==> src/rtl/matrix_exec_sequencer.sv <==
// matrix_exec_sequencer: execute-stage sequencer in front of the matrix ALU.
// Fetches two 256-bit operands over the shared unit bus, issues them to the
// ALU, waits for the result and writes it back to the destination location.
// Handles Stop (FFh), illegal opcodes and bus/ALU timeouts.
// Optional feature: define MATSEQ_RESULT_BYPASS_EN to enable a one-entry
// result bypass that skips operand reads hitting the last written dest byte.
//
// Handshakes: instr_valid/instr_ready transfer on a rising edge where both are
// high. bus_rd/bus_wr are held with a stable bus_addr until the one-cycle
// bus_ack; ack is only honoured while a request is up. alu_start pulses once
// and the ALU operands stay stable until the one-cycle alu_done.
module matrix_exec_sequencer #(
    parameter int         BUS_TIMEOUT = 64,
    parameter logic [3:0] ALU_UNIT    = 4'h3
) (
    input  logic         Clk,
    input  logic         Reset,
    input  logic         instr_valid,
    output logic         instr_ready,
    input  logic [31:0]  instr,
    output logic [15:0]  bus_addr,
    output logic         bus_rd,
    output logic         bus_wr,
    output logic [255:0] bus_wdata,
    input  logic [255:0] bus_rdata,
    input  logic         bus_ack,
    output logic [7:0]   alu_opcode,
    output logic [255:0] alu_src1,
    output logic [255:0] alu_src2,
    output logic         alu_start,
    input  logic         alu_done,
    input  logic [255:0] alu_result,
    output logic         busy,
    output logic         halted,
    output logic         error,
    output logic [3:0]   state_dbg
);

    typedef enum logic [3:0] {
        S_IDLE      = 4'd0,
        S_DECODE    = 4'd1,
        S_RD_SRC1   = 4'd2,
        S_RD_SRC2   = 4'd3,
        S_ALU_ISSUE = 4'd4,
        S_ALU_WAIT  = 4'd5,
        S_WR_DEST   = 4'd6,
        S_HALT      = 4'd7,
        S_ERR       = 4'd8
    } state_t;

    localparam int CW = $clog2(BUS_TIMEOUT) + 1;

    state_t         state_q, state_next;
    logic [31:0]    instr_q;
    logic [255:0]   src1_q, src2_q, wdata_q;
    logic [CW-1:0]  cnt_q;
    logic           error_q;

    logic [7:0]     op, dst, s1, s2;
    logic           legal, one_src, addr_bad, need_rd2, counting, timeout;
    logic           hit1, hit2;
    logic [255:0]   bypass_data;

    // Unit select for an operand byte: bit 7 picks register file vs main memory.
    function automatic logic [3:0] unit_of(input logic [7:0] b);
        return b[7] ? 4'h1 : 4'h0;
    endfunction

    function automatic logic [15:0] addr_of(input logic [7:0] b);
        return {unit_of(b), 4'h0, b};
    endfunction

    assign op       = instr_q[31:24];
    assign dst      = instr_q[23:16];
    assign s1       = instr_q[15:8];
    assign s2       = instr_q[7:0];
    assign legal    = (op <= 8'h05);
    assign one_src  = (op == 8'h03) || (op == 8'h05);
    // The ALU has its own port, so an operand must never decode onto its unit.
    assign addr_bad = (unit_of(dst) == ALU_UNIT) || (unit_of(s1) == ALU_UNIT) ||
                      (!one_src && (unit_of(s2) == ALU_UNIT));
    assign need_rd2 = !one_src && !hit2;
    assign counting = (state_q == S_RD_SRC1) || (state_q == S_RD_SRC2) ||
                      (state_q == S_ALU_WAIT) || (state_q == S_WR_DEST);
    assign timeout  = (cnt_q == CW'(BUS_TIMEOUT - 1));

`ifdef MATSEQ_RESULT_BYPASS_EN
    logic         cache_valid;
    logic [7:0]   cache_byte;
    logic [255:0] cache_data;

    assign hit1        = cache_valid && (cache_byte == s1);
    assign hit2        = cache_valid && (cache_byte == s2) && !one_src;
    assign bypass_data = cache_data;

    // Remember the last completed write; any error or reset drops it.
    always_ff @(posedge Clk or posedge Reset) begin
        if (Reset) begin
            cache_valid <= 1'b0;
            cache_byte  <= '0;
            cache_data  <= '0;
        end else if (state_q == S_ERR) begin
            cache_valid <= 1'b0;
        end else if (state_q == S_WR_DEST && bus_ack) begin
            cache_valid <= 1'b1;
            cache_byte  <= dst;
            cache_data  <= wdata_q;
        end
    end
`else
    assign hit1        = 1'b0;
    assign hit2        = 1'b0;
    assign bypass_data = '0;
`endif

    // State register.
    always_ff @(posedge Clk or posedge Reset) begin
        if (Reset) state_q <= S_IDLE;
        else       state_q <= state_next;
    end

    // Next-state decode.
    always_comb begin
        state_next = state_q;
        case (state_q)
            S_IDLE:      if (instr_valid) state_next = S_DECODE;
            S_DECODE: begin
                if (op == 8'hFF)           state_next = S_HALT;
                else if (!legal || addr_bad) state_next = S_ERR;
                else if (!hit1)            state_next = S_RD_SRC1;
                else if (need_rd2)         state_next = S_RD_SRC2;
                else                       state_next = S_ALU_ISSUE;
            end
            S_RD_SRC1: begin
                if (bus_ack)      state_next = need_rd2 ? S_RD_SRC2 : S_ALU_ISSUE;
                else if (timeout) state_next = S_ERR;
            end
            S_RD_SRC2: begin
                if (bus_ack)      state_next = S_ALU_ISSUE;
                else if (timeout) state_next = S_ERR;
            end
            S_ALU_ISSUE:          state_next = S_ALU_WAIT;
            S_ALU_WAIT: begin
                if (alu_done)     state_next = S_WR_DEST;
                else if (timeout) state_next = S_ERR;
            end
            S_WR_DEST: begin
                if (bus_ack)      state_next = S_IDLE;
                else if (timeout) state_next = S_ERR;
            end
            S_HALT:               state_next = S_HALT;
            S_ERR:                state_next = S_IDLE;
            default:              state_next = S_IDLE;
        endcase
    end

    // Moore outputs from the current state.
    always_comb begin
        instr_ready = 1'b0;
        bus_rd      = 1'b0;
        bus_wr      = 1'b0;
        bus_addr    = '0;
        alu_start   = 1'b0;
        case (state_q)
            S_IDLE:      instr_ready = 1'b1;
            S_RD_SRC1: begin
                bus_rd   = 1'b1;
                bus_addr = addr_of(s1);
            end
            S_RD_SRC2: begin
                bus_rd   = 1'b1;
                bus_addr = addr_of(s2);
            end
            S_ALU_ISSUE: alu_start = 1'b1;
            S_WR_DEST: begin
                bus_wr   = 1'b1;
                bus_addr = addr_of(dst);
            end
            default: ;
        endcase
    end

    // Instruction latch and operand/result datapath.
    always_ff @(posedge Clk or posedge Reset) begin
        if (Reset) begin
            instr_q <= '0;
            src1_q  <= '0;
            src2_q  <= '0;
            wdata_q <= '0;
        end else begin
            case (state_q)
                S_IDLE: if (instr_valid) instr_q <= instr;
                S_DECODE: begin
                    if (hit1) src1_q <= bypass_data;
                    if (op == 8'h03)      src2_q <= '0;
                    else if (op == 8'h05) src2_q <= {248'b0, s2};
                    else if (hit2)        src2_q <= bypass_data;
                end
                S_RD_SRC1:  if (bus_ack)  src1_q  <= bus_rdata;
                S_RD_SRC2:  if (bus_ack)  src2_q  <= bus_rdata;
                S_ALU_WAIT: if (alu_done) wdata_q <= alu_result;
                default: ;
            endcase
        end
    end

    // Wait-cycle counter, restarted on every state change.
    always_ff @(posedge Clk or posedge Reset) begin
        if (Reset)                     cnt_q <= '0;
        else if (state_next != state_q) cnt_q <= '0;
        else if (counting)             cnt_q <= cnt_q + 1'b1;
    end

    // Sticky error flag, raised as the FSM enters ERR.
    always_ff @(posedge Clk or posedge Reset) begin
        if (Reset)                    error_q <= 1'b0;
        else if (state_next == S_ERR) error_q <= 1'b1;
    end

    assign busy       = (state_q != S_IDLE) && (state_q != S_HALT);
    assign halted     = (state_q == S_HALT);
    assign error      = error_q;
    assign alu_opcode = op;
    assign alu_src1   = src1_q;
    assign alu_src2   = src2_q;
    assign bus_wdata  = wdata_q;
    assign state_dbg  = state_q;

endmodule

==> config.mk <==
export PLATFORM = sky130hd
export DESIGN_NAME = matrix_exec_sequencer
export DESIGN_NICKNAME = d
export VERILOG_FILES = /design/src/rtl/matrix_exec_sequencer.sv
export SDC_FILE = /design/constraint.sdc
export NUM_CORES = 2
export LEC_CHECK = 0
export ABC_AREA = 1
export BUFFER_PORTS_ARGS = -buffer_cell sky130_fd_sc_hd__buf_2
export CAP_MARGIN = 20
export CORE_AREA = 2 2 531 533
export CTS_CLUSTER_DIAMETER = 30
export DETAILED_ROUTE_END_ITERATION = 16
export DIE_AREA = 0 0 533 535
export SYNTH_ARGS = -nofsm -noshare
export SYNTH_HDL_FRONTEND = slang
export SYNTH_SLANG_ARGS = --single-unit
export TNS_END_PERCENT = 100
==> constraint.sdc <==
create_clock -name Clk -period 52.6 [get_ports Clk]
set_input_delay 5.26 -clock Clk [delete_from_list [all_inputs] [get_ports Clk]]
set_output_delay 5.26 -clock Clk [all_outputs]
set_load 0.02 [all_outputs]
* Word-level counts from Yosys, hierarchy flattened
Cells that the tools add are included.
** Word-level totals
- Register bits after elaboration :: 812
- Bits of input ports :: 549
- Output and inout bits :: 803
- Word-level logic and storage cells :: 72
** Operators by class
- $add $sub $neg :: 1
- $lt $le $gt $ge :: 1
- Equality and inequality tests :: 19
- Multiplexer cells :: 24
- Reductions and logical operators :: 20
** Operator list (count)
- 256-bit 2-to-1 mux :: 3
- 256-bit case mux with 2 select lines :: 1
- 13-bit case mux with 3 select lines :: 1
- 4-bit 2-to-1 mux :: 8
- 4-bit case mux with 8 select lines :: 1
- 4-bit by 2-bit == test with 1-bit output (second input constant) :: 5
- 4-bit by 3-bit == test with 1-bit output (second input constant) :: 4
- 7-bit 2-to-1 mux :: 2
- 8-bit by 2-bit == test with 1-bit output (second input constant) :: 1
- 8-bit by 3-bit == test with 1-bit output (second input constant) :: 1
- 8-bit == test (second input constant) :: 1
- 8-bit by 3-bit <= comparator with 1-bit output (second input constant) :: 1
- 7-bit by 1-bit adder with 7-bit output (second input constant) :: 1
- 7-bit by 6-bit == test with 1-bit output (second input constant) :: 1
- 1-bit logical OR :: 7
- 1-bit 2-to-1 mux :: 7
- 2-bit AND reduction :: 3
- 4-bit by 1-bit == test with 1-bit output (second input constant) :: 1
- 4-bit == test (second input constant) :: 1
- 4-bit zero test :: 1
- 4-bit by 3-bit inequality test with 1-bit output (second input constant) :: 1
- 4-bit inequality test :: 1
- 2-bit nonzero test :: 2
- 4-bit nonzero test :: 1
- 7 further kinds :: 9

* Longest topological paths before layout
- Word-level depth :: 11
- Gate-level depth with buffers :: 12
- Mapped depth without buffers :: 12

* Worst setup path after synthesis
No wires, ideal clock.
- Path kind :: reg2out
- Start :: register state_q[0] (netlist: state_dbg[0])
- End :: output bus_addr[12]
- Arrival :: 1.731 ns
- Data required time :: 47.340 ns
- Path slack :: 45.609 ns
- Stages on the path, launching flop included :: 10
- Cell sequence :: dfrtp_1 > nand2_1 > inv_2 > nand2_4 > inv_1 > buf_2 > buf_2 > nand2_1 > nand3_1 > buf_4
** On the way
- Cells in the longest elaborated chain, start to end :: 2
- Elaborated cells on any way between the ends :: 4
** Ends and longest elaborated chain
- start: declaration :: RTL line 53 : state_t state_q, state_next;
- start signal: assignment :: RTL line 119 : else state_q <= state_next;
- 4-bit by 3-bit == test with 1-bit output or 4-bit by 2-bit == test with 1-bit output (tied branches) :: RTL line 164 : case (state_q)
- 13-bit case mux with 3 select lines * :: RTL line 164
- end: declaration :: RTL line 21 : output logic [15:0] bus_addr,
Every way passes the cells marked *; elsewhere a longest branch is shown, timed or not.

==> flow_summary.yaml <==
sta:
  worst_slack_ns: 43.13
  worst-slew-pin-transition_ns: 1.17
  fin_tns_setup_ns: 0
  setup_violations: 0
  period_minus_slack_ns: 9.47
  max_freq_mhz: 106
  slew_headroom_pct: 21.9
  skew_ns: 0.0724
  slew_violations: 0
  period_share_pct: 18.0
  hold_viol_final: 0
  rsz0062_at_grt: "false"
cells_and_area:
  num-fill-cells: 31300
  post-route-util_pct: 18.1
  multi_input_area_um2: 10600
  seq_area_um2: 20300
  areaGrowthSynthToFinish_pct: 57.2
  drive_gt1_share_pct: 35.0
  final_nets: 5507
  stdcell_count: 8996
placement:
  port_buffers: 1344
  place_ws_ns: 41.97
  dp.cells: 8468
  post-dp-hpwl_um: 160000
  place.gp.congestion: 0.924
worst_setup_path:
  critical-path-top-delay-family: "buffers and inverters"
  cp-end-kind: "asynchronous set/reset pin"
  r2r_cells: 9
  crit_fanout: 120
  crit_cells: 8
  slowest_delay_ns: 0.75
  worst-path-buf-inv: 8
  worstPathArrival_ns: 10.33
  slowest_stage: "buf_4"
  crit_required_ns: 53.46
  cp_common_cell: "buf_4"
  r2r_slack_ns: 47.75
  cp-start-kind: "primary input"
  crit_chain: "buf_2 > inv_8 > buf_4 > buf_4 > buf_4 > buf_4 > buf_4 > buf_4"
  worstSetupPathType: "in2async"
logic_synthesis:
  seq_area_frac_synth_pct: 63.2
  synth.avg_cell_area_um2: 8.93
  syn_area_um2: 32100
  synthCells: 3599
  yosysTopAreaCellShare_pct: 63.2
  ys_warn_count: 0
  synth_area_leader_cell: "dfrtp_1"
  synth.area.top_cells: "dfrtp_1 63%, nand2_1 22%, nand3_1 8.1%"
  ys_ff_latch: 812
  synth.distinct_cells: 31
min_path:
  hp-class: "reg2reg"
  hold_depth: 2
clock_tree:
  numClockSinks: 812
  htree_levels: 4
  insertion_delay_ns: 0.83
  cts_resized: 0
  cts_tree: "built"
  post_cts_buffers: 0
  cts-hold-fix-buffers: 0
  cts-root-buf: "clkbuf_16"
  clkSlewWorstSetupHoldPaths_ns: 0.05
  cts_buffer_depth: 4
  cts_buffers: 211
power:
  power.leakage_nw: 27.9
  pwr-share-clk_pct: 42.8
  power_frac_comb_pct: 27.0
  ir_drop_uv: 30.5
  cellPowerDensity_nw_per_um2: 62.2
  pwr-share-seq_pct: 30.2
  fin_total_pwr_mw: 3.14
  switching_power_mw: 1.16
  power_switching_share_pct: 37.0
  intPower_mw: 1.98
detailed_routing:
  ant_nets: 0
  drtPass1Iterations: 5
  route.detailed.drc: 0
  vias: 31900
  totalWireLength_um: 202000
  wire_per_inst_um: 22.4
  vias_per_cell: 3.55
  drt_iter0_drc: 2206
global_route:
  grtUsageMet2_pct: 21.7
  grtUsageTotal_pct: 13.6
  met1_usage_pct: 14.1
  antenna_found_initial: 219
  grt_pass1_wl_um: 268000
  grt.overflow.total: 0
  grt_max_degree: 143
  grt_pass1_vias: 31300
  grt-busiest-layer: "met2"
  met3_usage_pct: 7.42
die:
  design.die.area_um2: 285000
  rows: 194
  coreArea_um2: 279000
  die_x_um: 533
  ios: 1352
  die_h_um: 535
  start_util_pct: 11.5
flow_run:
  cap_violations: 0
outcome:
  run_status: "complete, no violations"
layout make-up:
| cell class | count | share of cell area (%) |
|---|---|---|
| tap | 3724 | 9.23 |
| antenna | 139 | 0.689 |
| multi-input combinational | 2520 | 20.9 |
| timing repair buffer | 1383 | 13.9 |
| inverter | 29 | 0.275 |
| clock inverter | 115 | 3.25 |
| sequential | 812 | 40.2 |
| clock buffer | 274 | 11.5 |
per-stage QoR:
stage / instance area, um2 / hold slack, ns
floorplan: 32200 / 0.480
global placement: 42700 / 0.450
detailed placement: 42700 / 0.453
CTS: 50200 / 0.464
global route: 50400 / 0.474
finish: 50500 / 0.461
kinds of logic (layout without fill, tap and decap cells):
kind of cell / count (synthesis) / in the layout / share of synthesized area (%)
mux: 26 / 26 / 0.911
compound gates: 22 / 22 / 0.382
fa+ha+maj: 1 / 1 / 0.0389
buf+inv: 273 / 1801 / 4.08
flops: 812 / 812 / 63.2
xor+xnor: 6 / 6 / 0.164
other cells: 1 / 146 / 0.0117
simple gates: 2458 / 2458 / 31.2
sequential cells by signal, summed over array words and instances, names as in the netlist:
signal	cells
alu_src1	256
state_dbg	4
error	1
cnt_q	7
instr_q	32
bus_wdata	256
alu_src2	256
per-layer routing:
layer	part of all wire [%]	vias to the layer above
met1	35	15200
met4	6.1	126
met2	46	1760
li1	-	14300
met3	13	546
met5	0.42	-
worst paths after layout:
path | to | startpoint
max | bus_wdata[100]$_DFFE_PP0P_ | Reset
min | alu_src1[251]$_DFFE_PP0P_ | alu_src1[251]$_DFFE_PP0P_
max reg2reg | alu_src2[161]$_DFFE_PP0P_ | state_dbg[0]$_DFF_PP0_
min reg2reg | alu_src1[251]$_DFFE_PP0P_ | alu_src1[251]$_DFFE_PP0P_
max in group Clk | alu_src2[161]$_DFFE_PP0P_ | bus_ack
min in group asynchronous | alu_src2[213]$_DFFE_PP0P_ | Reset
cells in the mapped netlist, drive strengths merged:
cell type  instances
nand2           1868
dfrtp            812
nand3            526
buf              181
clkbuf            63
nor2              53
inv               28
mux2              26
a21oi              8
a31oi              8
nor3               8
o21ai              5
xor2               5
nand4              2
a21boi             1
clkinv             1
conb               1
ha                 1
or2                1
xnor2              1
cell usage in the layout, fill, tap and decap left out, drive strengths merged:
cell	instances
a21boi	1
clkinv	58
clkbuf	274
conb	7
inv	44
or2	1
nor3	8
bufinv	26
nand4	2
buf	1383
mux2	26
a21oi	8
nand2	1868
clkinvlp	16
diode	139
a31oi	8
ha	1
xor2	5
dfrtp	812
nand3	526
o21ai	5
nor2	53
xnor2	1
power groups by stage:
stage	clock network (mW)	logic, mW	registers [mW]
floorplan	0	0.222	1.18
global placement	0	0.861	0.949
finish	1.35	0.848	0.949
CTS	1.37	0.868	0.948
detailed placement	0	0.866	0.951
global route	1.41	0.913	0.973
worst reg2reg max path, cell delays in order, from the launching register on:
cell and delay, ns:
dfrtp_1 0.58, nand2_1 0.12, inv_2 0.14, nand3_4 0.60
nand2_4 0.75, buf_4 0.65, buf_4 0.75, buf_4 0.82
nand3_1 0.22, nand2_1 0.14
No activity file was read; power rests on OpenSTA's default activity.
